--- config.mk ---
export PLATFORM = sky130hd
export DESIGN_NAME = add_sub_pipe
export DESIGN_NICKNAME = d
export VERILOG_FILES = /design/src/rtl/adder_pkg.sv /design/src/rtl/adder_seg.sv /design/src/rtl/add_sub_pipe.sv
export SDC_FILE = /design/constraint.sdc
export NUM_CORES = 1
export LEC_CHECK = 0
export BUFFER_PORTS_ARGS = -buffer_cell sky130_fd_sc_hd__clkbuf_2
export CAP_MARGIN = 15
export CORE_AREA = 2 2 72 74
export DETAILED_ROUTE_END_ITERATION = 16
export DIE_AREA = 0 0 74 76
export PLACE_DENSITY = 0.78
export SYNTH_ARGS = -nofsm -noshare
export SYNTH_HDL_FRONTEND = slang
export SYNTH_SLANG_ARGS = --single-unit
--- constraint.sdc ---
create_clock -name clk -period 2.1 [get_ports clk]
set_input_delay 0.105 -clock clk [delete_from_list [all_inputs] [get_ports clk]]
set_output_delay 0.105 -clock clk [all_outputs]
set_load 0.01 [all_outputs]
--- src/rtl/adder_pkg.sv ---
// Shared types and helpers for the pipelined add/sub datapath.
// Holds the operation encoding and the signed-overflow rule.
package adder_pkg;

    typedef enum logic {
        OP_ADD = 1'b0,
        OP_SUB = 1'b1
    } op_e;

    // Signed overflow: the carry into the MSB disagrees with the carry out of it.
    function automatic logic calc_ovf(input logic c_into_msb, input logic c_out_msb);
        return c_into_msb ^ c_out_msb;
    endfunction

endpackage

--- src/rtl/adder_seg.sv ---
// Combinational SEG-bit ripple slice: sum, carry-out and carry into the slice MSB.
// No state, no latency, no handshake.
module adder_seg #(
    parameter int SEG = 8
) (
    input  logic           cin,
    input  logic [SEG-1:0] a,
    input  logic [SEG-1:0] b,
    output logic [SEG-1:0] sum,
    output logic           cout,
    output logic           c_msb
);
    logic [SEG:0] w_full;

    assign w_full = {1'b0, a} + {1'b0, b} + {{SEG{1'b0}}, cin};
    assign sum    = w_full[SEG-1:0];
    assign cout   = w_full[SEG];
    // The MSB sum bit is a ^ b ^ carry-in, so the carry into it falls out directly.
    assign c_msb  = a[SEG-1] ^ b[SEG-1] ^ w_full[SEG-1];

endmodule

--- src/rtl/add_sub_pipe.sv ---
// Two's-complement add/sub with the carry chain cut into STAGES registered segments; latency STAGES edges, 1 op/cycle.
// One global enable (!out_valid | out_ready) freezes every stage while the output is stalled; in_ready follows it.
module add_sub_pipe
    import adder_pkg::*;
#(
    parameter int WIDTH  = 16,
    parameter int STAGES = 2
) (
    input  logic             clk,
    input  logic             rst_n,
    input  logic             in_valid,
    output logic             in_ready,
    input  op_e              op,
    input  logic             cin,
    input  logic [WIDTH-1:0] a,
    input  logic [WIDTH-1:0] b,
    output logic             out_valid,
    input  logic             out_ready,
    output logic [WIDTH-1:0] sum,
    output logic             cout,
    output logic             ovf,
    output logic             zero
);
    localparam int SEG = WIDTH / STAGES;

    if ((WIDTH % STAGES) != 0) begin : g_bad_params
        $error("add_sub_pipe: WIDTH (%0d) must be a multiple of STAGES (%0d)", WIDTH, STAGES);
    end

    logic             w_en;
    logic [WIDTH-1:0] w_b_eff;
    logic             w_cin_eff;
    logic             r_ovf;

    assign w_en      = !out_valid || out_ready;
    assign in_ready  = w_en;
    // Subtract as a + ~b + !cin so every stage is a plain adder and cout is the raw carry.
    assign w_b_eff   = (op == OP_SUB) ? ~b : b;
    assign w_cin_eff = (op == OP_SUB) ? !cin : cin;

    for (genvar k = 0; k < STAGES; k++) begin : g_stage
        localparam int LO = k * SEG;
        localparam int HI = LO + SEG;

        logic [WIDTH-1:LO] w_a_rest;
        logic [WIDTH-1:LO] w_b_rest;
        logic [HI-1:0]     w_s_nxt;
        logic              w_c_in;
        logic              w_v_in;
        logic [SEG-1:0]    w_seg_sum;
        logic              w_seg_cout;
        logic              w_seg_cmsb;
        logic [HI-1:0]     r_s;
        logic              r_c;
        logic              r_v;

        if (k == 0) begin : g_in
            assign w_a_rest = a;
            assign w_b_rest = w_b_eff;
            assign w_c_in   = w_cin_eff;
            assign w_v_in   = in_valid && w_en;
            assign w_s_nxt  = w_seg_sum;
        end else begin : g_in
            assign w_a_rest = g_stage[k-1].g_fwd.r_a;
            assign w_b_rest = g_stage[k-1].g_fwd.r_b;
            assign w_c_in   = g_stage[k-1].r_c;
            assign w_v_in   = g_stage[k-1].r_v;
            assign w_s_nxt  = {w_seg_sum, g_stage[k-1].r_s};
        end

        adder_seg #(.SEG(SEG)) u_seg (
            .cin   (w_c_in),
            .a     (w_a_rest[HI-1:LO]),
            .b     (w_b_rest[HI-1:LO]),
            .sum   (w_seg_sum),
            .cout  (w_seg_cout),
            .c_msb (w_seg_cmsb)
        );

        always_ff @(posedge clk or negedge rst_n) begin
            if (!rst_n) begin
                r_v <= 1'b0;
                r_c <= 1'b0;
                r_s <= '0;
            end else if (w_en) begin
                r_v <= w_v_in;
                r_c <= w_seg_cout;
                r_s <= w_s_nxt;
            end
        end

        if (k < STAGES - 1) begin : g_fwd
            logic [WIDTH-1:HI] r_a;
            logic [WIDTH-1:HI] r_b;
            logic              w_unused_cmsb;

            // Carry into an inner segment MSB says nothing about signed overflow.
            assign w_unused_cmsb = w_seg_cmsb;

            always_ff @(posedge clk or negedge rst_n) begin
                if (!rst_n) begin
                    r_a <= '0;
                    r_b <= '0;
                end else if (w_en) begin
                    r_a <= w_a_rest[WIDTH-1:HI];
                    r_b <= w_b_rest[WIDTH-1:HI];
                end
            end
        end else begin : g_out
            always_ff @(posedge clk or negedge rst_n) begin
                if (!rst_n) begin
                    r_ovf <= 1'b0;
                end else if (w_en) begin
                    r_ovf <= calc_ovf(w_seg_cmsb, w_seg_cout);
                end
            end
        end
    end

    assign out_valid = g_stage[STAGES-1].r_v;
    assign sum       = g_stage[STAGES-1].r_s;
    assign cout      = g_stage[STAGES-1].r_c;
    assign ovf       = r_ovf;
    assign zero      = (sum == '0);

endmodule

## Word-level counts from Yosys, hierarchy flattened

Index checks and enable logic that the tools add are counted.

- Word-level logic and storage cells: 24
- Flip-flop bits (word level): 45
- Input port bits: 38
- Output and inout port bits: 21

- Reduce and logical (&&, ||, !) cells: 5
- Muxes and demuxes: 2
- Bitwise operators: 4
- Add/subtract/negate cells: 4

Operators by type and width:

| operator | number |
|---|---|
| 8-bit by 8-bit adder with 9-bit output | 2 |
| 9-bit by 1-bit adder with 9-bit output | 2 |
| 16-bit logical NOT | 1 |
| 16-bit two-way mux | 1 |
| 16-bit NOT | 1 |
| 1-bit XOR | 3 |
| 1-bit logical NOT | 2 |
| 1-bit logical AND | 1 |
| 1-bit logical OR | 1 |
| 1-bit two-way mux | 1 |

## Longest topological paths before layout

- Word-level depth: 4
- Mapped depth: 11
- Depth with buffers taken out: 9

## Cells and area by module

Synthesis repeated with hierarchy kept, for this count alone.

- Cell total of the unflattened synthesis: 207
- Area total of the unflattened synthesis: 2,826.5 µm²

By module, submodules not included:

| module | cells each | instances | seq. area each (µm²) | area each (µm²) |
|---|---|---|---|---|
| add_sub_pipe | 121 | 1 | 1,126.1 | 2,098.3 |
| adder_seg | 43 | 2 | 0.0 | 364.1 |

## Least setup slack after synthesis

OpenSTA, ideal clock, no wires.

- Path kind: input-to-reg
- From: input op
- To: register g_stage[0].r_s[6]
- Arrival time: 2,052 ps
- Setup time: 69 ps
- Slack: -20 ps
- Path buffers: 2
- Cell stages on the path: 11
- Data required time: 2,031 ps
- Path through: buf_2 buf_4 xor2_1 fa_1 inv_1 fa_1 nor2b_1 o21ai_0 a21oi_1 or3_1 nand3_1

- Longest elaborated chain between the ends: 3
- Elaborated cells on any way between the ends: 4
- Those cells by class: add/sub: 2; mux: 2

Ends and longest elaborated chain:

| item | RTL line | text |
|---|---|---|
| start, declared | add_sub_pipe.sv:13 | `input op_e op,` |
| 16-bit two-way mux | add_sub_pipe.sv:38 | `assign w_b_eff = (op == OP_SUB) ? ~b : b;` |
| 8-bit by 8-bit adder with 9-bit output | adder_seg.sv:15 | `assign w_full = {1'b0, a} + {1'b0, b} + {{SEG{1'b0}}, cin};` |
| 9-bit by 1-bit adder with 9-bit output (*) | adder_seg.sv:15 |  |
| end signal, assigned | add_sub_pipe.sv:88 | `r_s <= w_s_nxt;` |
| end, declared | add_sub_pipe.sv:53 | `logic [HI-1:0] r_s;` |

Every way passes the cells marked *; elsewhere a longest branch is shown, timed or not.
A chain may end at the register's enable or synchronous reset.

## Worst setup path after layout

- From: register g_stage[0].r_c
- To: register r_ovf (netlist: ovf)

- Longest elaborated chain between the ends: 3

Ends and longest elaborated chain:

| item | RTL line | text |
|---|---|---|
| start, declared | add_sub_pipe.sv:54 | `logic r_c;` |
| start signal, assigned | add_sub_pipe.sv:87 | `r_c <= w_seg_cout;` |
| 9-bit by 1-bit adder with 9-bit output (*) | adder_seg.sv:15 |  |
| 1-bit XOR | adder_seg.sv:19 | `assign c_msb = a[SEG-1] ^ b[SEG-1] ^ w_full[SEG-1];` |
| 1-bit XOR (*) | adder_pkg.sv:12 | `return c_into_msb ^ c_out_msb;` |
| end signal, assigned | add_sub_pipe.sv:114 | `r_ovf <= calc_ovf(w_seg_cmsb, w_seg_cout);` |
| end, declared | add_sub_pipe.sv:33 | `logic r_ovf;` |

Marked as above.

==> out/metrics.yaml <==
run_status:
  status: "complete, no violations"
clock_tree:
  insertion_delay_ps: 300
  cts_sinks: 45
  cts.clk_slew.worst_paths_ps: 80
  cts_setup_buffers: 0
  cts_max_level: 2
  clockRootBuffer: "clkbuf_8"
  cts-buffers-inserted: 5
  tritoncts: "built"
  cts_max_path_buffers: 2
logic_synthesis:
  syn_area_um2: 2510
  synth_cell_type_count: 40
  synth_edf_count: 0
  async_reset_ff_share_pct: 100
  synth_ff_type: "dfrtp_1"
  synthCells: 272
  avgSynthCellArea_um2: 9.24
  synth_warnings: 0
  synth-seq-cells: 45
  synth_nets: 328
  synth-seq-area-share_pct: 44.8
finish:
  drive_gt1_share_pct: 23.1
  antenna_cells: 0
  syn_to_final_growth_pct: 18.8
  fillers: 430
  nNetsFinal: 389
  fin_area_um2: 2990
critical_path:
  cp_top_family: "adder cells"
  path_cells: "fa_2, fa_2, nand3_1, a21oi_1, and3b_1, xnor2_1, a21oi_1"
  reg2reg_slack_ps: 150
  worstPathMaxFanout: 3
  critPathLaunchType: "register"
  r2r_start: "g_stage[0].r_c"
  reg2regPathDepth: 7
  cp-startpoint: "g_stage[0].r_c"
  cp-end-kind: "register"
  critPathMaxStageDelay_ps: 420
  critPathSlowestCell: "fa_2"
  required_ps: 2270
  worstSetupPathType: "reg2reg"
  cp.buffers_inverters: 0
  critPathArrivalTime_ps: 2120
  crit-reg2reg-capture: "ovf"
sta:
  grt_setup_unrepaired: "no"
  fin_crit_ps: 1950
  fin_skew_ps: 7.52
  fmax_ghz: 0.512
  slew_headroom_pct: 62.6
  final_max_slew_viol_count: 0
  period_share_pct: 93.1
  finalSetupViolations: 0
  worst_slew_pin_slew_ps: 561
  finalHoldViolations: 0
floorplanning:
  dieArea_um2: 5620
  std_cell_rows: 26
  chipWidth_um: 74
  die_y_um: 76
  start_util_pct: 51.1
  pin_count: 59
  core-area_um2: 4910
route:
  wl_per_cell_um: 12.5
  wl_mm: 5.07
  wl_met1_mm: 2.43
  met3_length_um: 235
  post-route-drc-count: 0
  avgViaCountPerCell: 4.97
  drtAntennaViolNets: 0
  top_layer: "met4"
  dr.pass1.iters: 4
  dr.first_iter.drc_count: 167
  num_vias: 2008
  wl_met2_mm: 2.35
global_routing:
  grt_first_pass_wirelength_mm: 8.48
  grt_max_degree: 46
  grt-ovfl-total: 0
  antenna_found_initial: 0
  grt_pass1_vias: 1858
  grtUsageTotal_pct: 19.2
flow_run:
  cap_violations: 0
power_and_ir_drop:
  power.total_mw: 2.84
  p_leak_nw: 1.49
  peakVddDrop_uv: 375
  p_per_area_nw_per_um2: 953
hold_path:
  hold_path_depth: 3
  holdCritPathClass: "in2reg"
  hold_path_end: "g_stage[0].r_v"
  min-delay-start: "in_valid"
placement:
  globalplace.congestion: 0.819
  placed_area_um2: 2870
  io_buffer_count: 58
  hpwl_mm: 3.80
timing repair:
item                                    CTS  global route
pin swaps                                 1             0
endpoints found under the setup margin    1             2
resized for setup                         0             3
endpoints found under the hold margin    46             0
hold buffers                              2             0
state kept, by name, indices dropped and copies added (netlist names):
signal and count:
out_valid 1, g_stage.r_c 1, sum 16, ovf 1, cout 1, g_stage.g_fwd.r_b 8
g_stage.g_fwd.r_a 8, g_stage.r_v 1, g_stage.r_s 8
metal layers:
metal / up-vias / global-route usage [%]
met3: 6 / 4.76
met2: 50 / 28.5
met5: - / 0
met1: 913 / 27.7
li1: 1039 / -
met4: 0 / 6.00
cell families after synthesis:
logic type	synth area share (%)
muxes	0.398
AOI/OAI and AO/OA	12.9
buffers and inverters	3.88
DFF	44.8
and+or+nand+nor	18.8
xor gates and xnor gates	9.06
adders and majority gates	10.2
worst max path at each step:
stage / slack (ps) / end / cells after the start
floorplan: 20 / g_stage[0].r_s[6] / 11
global placement: 60 / sum[14] / 7
detailed placement: -2 / g_stage[0].r_s[6] / 10
CTS: 9 / sum[14] / 7
global route: 50 / ovf / 7
finish: 150 / ovf / 7
cell type report:
class	count	area, um^2	area share, %
multi-input cells	206	1300	43.5
flip-flops and latches	45	1130	37.7
repair buffers	66	355	11.9
well taps	70	87.6	2.93
inverters	9	33.8	1.13
clock inverters	2	10.0	0.335
clock buffers	6	72.6	2.43
tightest hold or removal path: stages:
cell	delay (ps)
clkbuf_2	70
nand2_1	40
nand2_1	50
where the power goes:
group / leakage (nW) / internal [mW] / switching, mW
registers: 0.533 / 1.11 / 0.178
logic: 0.915 / 0.465 / 0.577
clock network: 0.0450 / 0.231 / 0.278
total: 1.49 / 1.81 / 1.03
layout by cell type, fill, tap and decap left out, types with 3 or more instances in the layout:
cell type,instances
xor2_1,13
nor2_1,10
xnor2_1,13
nand3_1,4
nand2_1,74
a21oi_1,18
nor4_1,5
clkbuf_8,5
o21a_1,3
dfrtp_1,45
o211ai_1,4
buf_4,6
clkbuf_2,58
a21o_1,3
o21ai_0,16
inv_1,8
or3_1,3
ha_1,14
cell usage after synthesis, types with 2 or more instances:
cell type	instances	area share, %
nand2_1	74	11
dfrtp_1	45	45
a21oi_1	18	3.6
o21ai_0	16	3.2
ha_1	14	7.0
xnor2_1	13	4.5
xor2_1	13	4.5
nor2_1	10	1.5
inv_1	8	1.2
buf_2	6	1.2
nor4_1	5	1.2
clkbuf_1	4	0.60
fa_1	4	3.2
nand3_1	4	0.80
o211ai_1	4	1.2
a21o_1	3	0.90
o21a_1	3	0.90
or3_1	3	0.75
a2111oi_0	2	0.70
a211oi_1	2	0.60
and3_1	2	0.50
through the flow:
stage          hold slack (ps)  TNS (ps)  setup WS [ps]  util [%]  cells
2_1_floorplan             -191         0           15.6         -    272
3_3_place_gp               214         0           60.8      58.5    394
4_1_cts                  0.505         0           8.85      60.5    404
5_1_grt                   1.02         0           51.3      60.8    404
6_report                  3.40         0            145      60.8    404
3_5_place_dp               216     -6.03          -2.10      58.5    394
Power figures use the tool's default switching activity.
